### config.mk
export PLATFORM = sky130hd
export DESIGN_NAME = fetch_stage
export DESIGN_NICKNAME = d
export VERILOG_FILES = /design/src/rtl/mips_pkg.sv /design/src/rtl/if_id_reg.sv /design/src/rtl/fetch_stage.sv
export SDC_FILE = /design/constraint.sdc
export NUM_CORES = 1
export LEC_CHECK = 0
export ABC_AREA = 1
export BUFFER_PORTS_ARGS = -buffer_cell sky130_fd_sc_hd__clkbuf_2
export CAP_MARGIN = 20
export CELL_PAD_IN_SITES_DETAIL_PLACEMENT = 1
export CELL_PAD_IN_SITES_GLOBAL_PLACEMENT = 1
export CORE_UTILIZATION = 41
export CTS_BUF_LIST = sky130_fd_sc_hd__clkbuf_4
export CTS_CLUSTER_SIZE = 8
export DETAILED_ROUTE_END_ITERATION = 8
export GPL_TIMING_DRIVEN = 0
export HOLD_SLACK_MARGIN = 0.02
export PLACE_DENSITY_LB_ADDON = 0.1
export SETUP_SLACK_MARGIN = 0.1
export SYNTH_ARGS = -nofsm -noshare
export SYNTH_HDL_FRONTEND = slang
export SYNTH_HIERARCHICAL = 1
export SYNTH_SLANG_ARGS = --single-unit
### constraint.sdc
create_clock -name clk -period 5.52 [get_ports clk]
set_input_delay 0.552 -clock clk [delete_from_list [all_inputs] [get_ports clk]]
set_output_delay 0.552 -clock clk [all_outputs]
set_load 0.005 [all_outputs]
### src/rtl/mips_pkg.sv
// Shared MIPS32 pipeline definitions: bubble encoding, reset PC,
// jump-select encodings and the fetch FSM state type.
package mips_pkg;

  localparam logic [31:0] NOP              = 32'h0000_0000;
  localparam logic [31:0] RESET_PC_DEFAULT = 32'h0000_0000;

  localparam logic [1:0] JMP_NONE = 2'b00;
  localparam logic [1:0] JMP_J    = 2'b01;
  localparam logic [1:0] JMP_JR   = 2'b10;

  typedef enum logic [1:0] {
    ST_FETCH    = 2'd0,
    ST_DROP     = 2'd1,
    ST_BUFFERED = 2'd2
  } fetch_state_t;

  // The reserved encoding 2'b11 falls into the jr case through jump[1].
  function automatic logic [31:0] redirect_target(
    input logic [1:0]  jump,
    input logic [31:0] branch_target,
    input logic [31:0] jump_target,
    input logic [31:0] jr_target
  );
    if (jump[1])
      return jr_target;
    else if (jump == JMP_J)
      return jump_target;
    return branch_target;
  endfunction

endpackage

### src/rtl/if_id_reg.sv
// Pipeline register with hold / flush / load controls. Anything other than
// a load while not held writes a bubble (NOP, invalid).
module if_id_reg #(
  parameter logic [31:0] NOP = mips_pkg::NOP
) (
  input  logic        clk,
  input  logic        rst,
  input  logic        hold,
  input  logic        flush,
  input  logic        load,
  input  logic [31:0] next_instr,
  input  logic [31:0] next_pc4,
  output logic [31:0] instr,
  output logic [31:0] pc4,
  output logic        valid
);

  always_ff @(posedge clk or posedge rst) begin
    if (rst) begin
      instr <= NOP;
      pc4   <= 32'h0;
      valid <= 1'b0;
    end else if (!hold) begin
      if (load && !flush) begin
        instr <= next_instr;
        pc4   <= next_pc4;
        valid <= 1'b1;
      end else begin
        instr <= NOP;
        pc4   <= 32'h0;
        valid <= 1'b0;
      end
    end
  end

endmodule

### src/rtl/fetch_stage.sv
// MIPS32 instruction-fetch stage: PC, imem req/ack handshake, redirect
// handling and a one-entry buffer for responses that arrive while ID is held.
module fetch_stage
  import mips_pkg::*;
#(
  parameter logic [31:0] RESET_PC = mips_pkg::RESET_PC_DEFAULT,
  parameter logic [31:0] NOP      = mips_pkg::NOP
) (
  input  logic        clk,
  input  logic        rst,
  input  logic        hold,
  input  logic        hazard,
  input  logic [1:0]  jump,
  input  logic [31:0] branch_target,
  input  logic [31:0] jump_target,
  input  logic [31:0] jr_target,
  output logic        imem_req,
  output logic [31:0] imem_addr,
  input  logic        imem_ack,
  input  logic [31:0] imem_rdata,
  output logic [31:0] instr_IFID,
  output logic [31:0] pc4_IFID,
  output logic        valid_IFID
);

  fetch_state_t state_reg, state_next;
  logic [31:0]  fetch_addr_reg, fetch_addr_next;
  logic [31:0]  redirect_pc_reg, redirect_pc_next;
  logic [31:0]  buf_instr_reg, buf_instr_next;
  logic [31:0]  buf_pc4_reg, buf_pc4_next;
  logic         buf_valid_reg, buf_valid_next;

  logic         redirect;
  logic [31:0]  target;
  logic [31:0]  addr_plus4;
  logic         ifid_load;
  logic [31:0]  ifid_instr;
  logic [31:0]  ifid_pc4;

  // A held redirect is ignored; ID will present it again once released.
  assign redirect   = hazard && !hold;
  assign target     = redirect_target(jump, branch_target, jump_target, jr_target);
  assign addr_plus4 = fetch_addr_reg + 32'd4;

  assign imem_req  = !rst && (state_reg != ST_BUFFERED);
  assign imem_addr = fetch_addr_reg;

  always_ff @(posedge clk or posedge rst) begin
    if (rst) begin
      state_reg       <= ST_FETCH;
      fetch_addr_reg  <= RESET_PC;
      redirect_pc_reg <= 32'h0;
      buf_instr_reg   <= NOP;
      buf_pc4_reg     <= 32'h0;
      buf_valid_reg   <= 1'b0;
    end else begin
      state_reg       <= state_next;
      fetch_addr_reg  <= fetch_addr_next;
      redirect_pc_reg <= redirect_pc_next;
      buf_instr_reg   <= buf_instr_next;
      buf_pc4_reg     <= buf_pc4_next;
      buf_valid_reg   <= buf_valid_next;
    end
  end

  always_comb begin
    state_next       = state_reg;
    fetch_addr_next  = fetch_addr_reg;
    redirect_pc_next = redirect_pc_reg;
    buf_instr_next   = buf_instr_reg;
    buf_pc4_next     = buf_pc4_reg;
    buf_valid_next   = buf_valid_reg;
    ifid_load        = 1'b0;
    ifid_instr       = imem_rdata;
    ifid_pc4         = addr_plus4;

    case (state_reg)
      ST_FETCH: begin
        if (imem_ack) begin
          if (redirect) begin
            fetch_addr_next = target;
          end else begin
            fetch_addr_next = addr_plus4;
            if (hold) begin
              buf_instr_next = imem_rdata;
              buf_pc4_next   = addr_plus4;
              buf_valid_next = 1'b1;
              state_next     = ST_BUFFERED;
            end else begin
              ifid_load = 1'b1;
            end
          end
        end else if (redirect) begin
          redirect_pc_next = target;
          state_next       = ST_DROP;
        end
      end

      ST_DROP: begin
        if (redirect)
          redirect_pc_next = target;
        // The stale response is discarded; the newest redirect wins.
        if (imem_ack) begin
          fetch_addr_next = redirect ? target : redirect_pc_reg;
          state_next      = ST_FETCH;
        end
      end

      ST_BUFFERED: begin
        ifid_instr = buf_instr_reg;
        ifid_pc4   = buf_pc4_reg;
        if (redirect) begin
          buf_valid_next  = 1'b0;
          fetch_addr_next = target;
          state_next      = ST_FETCH;
        end else if (!hold) begin
          ifid_load      = buf_valid_reg;
          buf_valid_next = 1'b0;
          state_next     = ST_FETCH;
        end
      end

      default: state_next = ST_FETCH;
    endcase
  end

  if_id_reg #(.NOP(NOP)) u_if_id_reg (
    .clk        (clk),
    .rst        (rst),
    .hold       (hold),
    .flush      (redirect),
    .load       (ifid_load),
    .next_instr (ifid_instr),
    .next_pc4   (ifid_pc4),
    .instr      (instr_IFID),
    .pc4        (pc4_IFID),
    .valid      (valid_IFID)
  );

endmodule

==> summary.txt <==
Run status
  – Status: completed

Routing
  – Drt wl/cell: 16.5 microns
  – Routed Antenna Nets: 0
  – Initial drt markers: 527
  – Drt total wl: 36700 microns
  – Initial DRT Pass Iterations: 4
  – Total number of vias: 11400
  – DR DRC count: 0
  – Routed vias/inst: 5.13

Clock network
  – Longest Clk Path Bufs: 2
  – Number of CTS-inserted buffers: 17
  – Post-CTS Setup Repair Bufs: 0
  – Clock sink count: 196
  – Clock insertion delay at the later pin of the skew report: 0.64 ns
  – Reg clk slew, reported paths: 0.21 ns
  – Post-CTS Resized: 0
  – H-tree depth: 4
  – CTS tree: done
  – CTS root buf: clkbuf_4

Timing
  – Worst slew margin: 0.434
  – RSZ-0062 raised after global routing: no
  – Min Tclk post-route: 3.30 ns
  – Max Slew Vio Count: 0
  – Finish-stage setup viols: 0
  – Clock skew: 0.0469 ns
  – Peak Freq: 303 MHz
  – Worst-margin pin slew: 0.848 ns
  – Final hold vios: 0
  – Hold WS: 0.130 ns
  – Fin crit share: 0.598

Floorplan
  – Row count: 60
  – Core area: 0.0270 sq mm
  – Die height: 168 microns
  – Boundary pin count: 233
  – Die X: 168 microns
  – Die ar.: 0.0283 sq mm
  – Initial Utilization: 0.419

Synth
  – Yosys top cell area share: 0.433
  – Synth cell types: 32
  – FF+latch count, synth: 196
  – Most frequent cells after synthesis: nand2_1, dfrtp_1, o21ai_0, inv_1, nand3_1
  – Ranking of synthesized cells by area: dfrtp_1, nand2_1, o21ai_0, nand3_1, nand4_1
  – Syn_nets: 1756
  – Top-count cell post-synth: nand2_1
  – Synthesized cell area: 0.0113 sq mm
  – Synth warnings: 6
  – EDFF count, synth: 0
  – Biggest area consumer among synthesized cells: dfrtp_1
  – Seq/Total Area, Yosys: 0.433
  – Mapped Cells: 1616
  – Mean Syn Cell Area: 7.01 sq um
  – Top_reg_cell synth: dfrtp_1
  – Post-synth ARST share: 1.00

Placement
  – I/O Buffers: 230
  – Dpl hpwl: 29200 microns
  – GP Congestion: 0.851

Global route
  – Grt ovf: 0
  – Initial antenna violation count: 1
  – Vias in the first global route: 11500
  – Largest net degree at the start of global routing: 67
  – GRT Overall Usage: 0.268
  – First-pass GRT wire length: 60000 microns

Worst hold path
  – HP Class: in2reg

Power
  – Total power draw: 5.93 mW
  – VDD IR max: 0.141 mV
  – Leakage: 7.03 nW
  – Power per Cell Area: 447 mW/mm^2

Worst setup path
  – Worst Setup Start Kind: flop
  – Critical path arrival: 2.75 ns
  – CP Class: reg2out
  – CP Capture Type: output port
  – CP Max Fanout: 10
  – Worst Path Required: 4.97 ns

Cells and area
  – Area Overhead vs Synth: 17.1%
  – Share of cells above drive strength 1: 0.187
  – Post-layout nets: 2008

Run
  – Number of max-cap violations: 0
[metrics by stage]
stage / setup TNS, ns / cells / worst slack, ns / cell area (sq um) / utilization
final: 0 / 2223 / 2.22 / 13300 / 0.491
after global routing: 0 / 2223 / 2.00 / 13300 / 0.491
after CTS: 0 / 2222 / 2.17 / 13300 / 0.491
after detailed placement: 0 / 2189 / 2.53 / 13000 / 0.479
after global placement: -55.26 / 2187 / -0.441 / 12900 / 0.477
after floorplan: 0 / 1616 / 1.47 / 11300 / -
[cells by family (layout without fill, tap and decap cells)]
logic type | count (synthesis) | in the layout | synth area share
AOI/OAI and AO/OA | 267 | 267 | 0.122
buffers and inverters | 219 | 484 | 0.0910
xor gates and xnor gates | 7 | 7 | 0.00541
and+or+nand+nor | 922 | 922 | 0.342
adders and majority gates | 5 | 5 | 0.00552
other | 0 | 1 | 0
DFF | 196 | 196 | 0.433
[path summary, 6_finish.rpt]
check / start / to / slack (ns) / cells after the start
min: imem_rdata[12] / buf_instr_reg[12]$_DFFE_PP0P_ / 0.13 / 3
min reg2reg: u_if_id_reg/pc4[10]$_DFFE_PP0N_ / u_if_id_reg/pc4[10]$_DFFE_PP0N_ / 0.50 / 2
max: state_reg[0]$_DFFE_PP0P_ / imem_req / 2.22 / 7
max in group asynchronous: rst / redirect_pc_reg[15]$_DFFE_PP0P_ / 4.16 / 4
min in group asynchronous: rst / buf_instr_reg[25]$_DFFE_PP0P_ / 0.55 / 3
max reg2reg: state_reg[0]$_DFFE_PP0P_ / u_if_id_reg/pc4[9]$_DFFE_PP0N_ / 2.52 / 10
[power by group]
group / switching, mW / internal, mW / total [mW]
Clock: 0.587 / 0.215 / 0.802
Combinational: 1.87 / 0.967 / 2.84
Sequential: 0.367 / 1.93 / 2.29
Total: 2.82 / 3.11 / 5.93
[routing by layer]
metal  wire length [microns]  share of wire  track usage
met4                     577          0.016       0.0723
met3                    1330          0.036       0.0371
met2                   17900           0.49        0.468
met1                   17000           0.46        0.348
met5                       0              0            0
[area by class of cell]
cell class                      count  area, sq um
Fill cell                        3620        13800
Multi-Input combinational cell   1201         5390
Sequential cell                   196         4900
Timing Repair Buffer              233         1210
Buffer                            107          611
Tap cell                          341          427
Inverter                          112          425
Clock inverter                     14          161
Clock buffer                       18          135
Antenna cell                        1         2.50
[timing repair]
action,4_1_cts,5_1_grt
hold buffers,1,0
endpoints found under the setup margin,0,0
endpoints found under the hold margin,15,0
[critical path, cell delays in order, from the launching register on]
cell	delay (ns)
dfrtp_1	0.45
inv_1	0.15
ha_1	0.20
buf_2	0.30
buf_2	0.34
buf_1	0.45
nor2_1	0.09
clkbuf_2	0.13
[layout by cell type (no fill, tap or decap), types with 9 or more instances in the layout]
cell	instances
a21oi_1	72
a31oi_1	15
clkbuf_1	38
nand3_1	82
clkbuf_2	230
nor2_1	51
nand4_1	65
buf_1	9
nand2_1	696
inv_1	103
clkbuf_4	18
dfrtp_1	196
o21ai_1	13
o21ai_0	158
buf_6	13
buf_2	26
buf_4	21
Power figures use the tool's default switching activity.
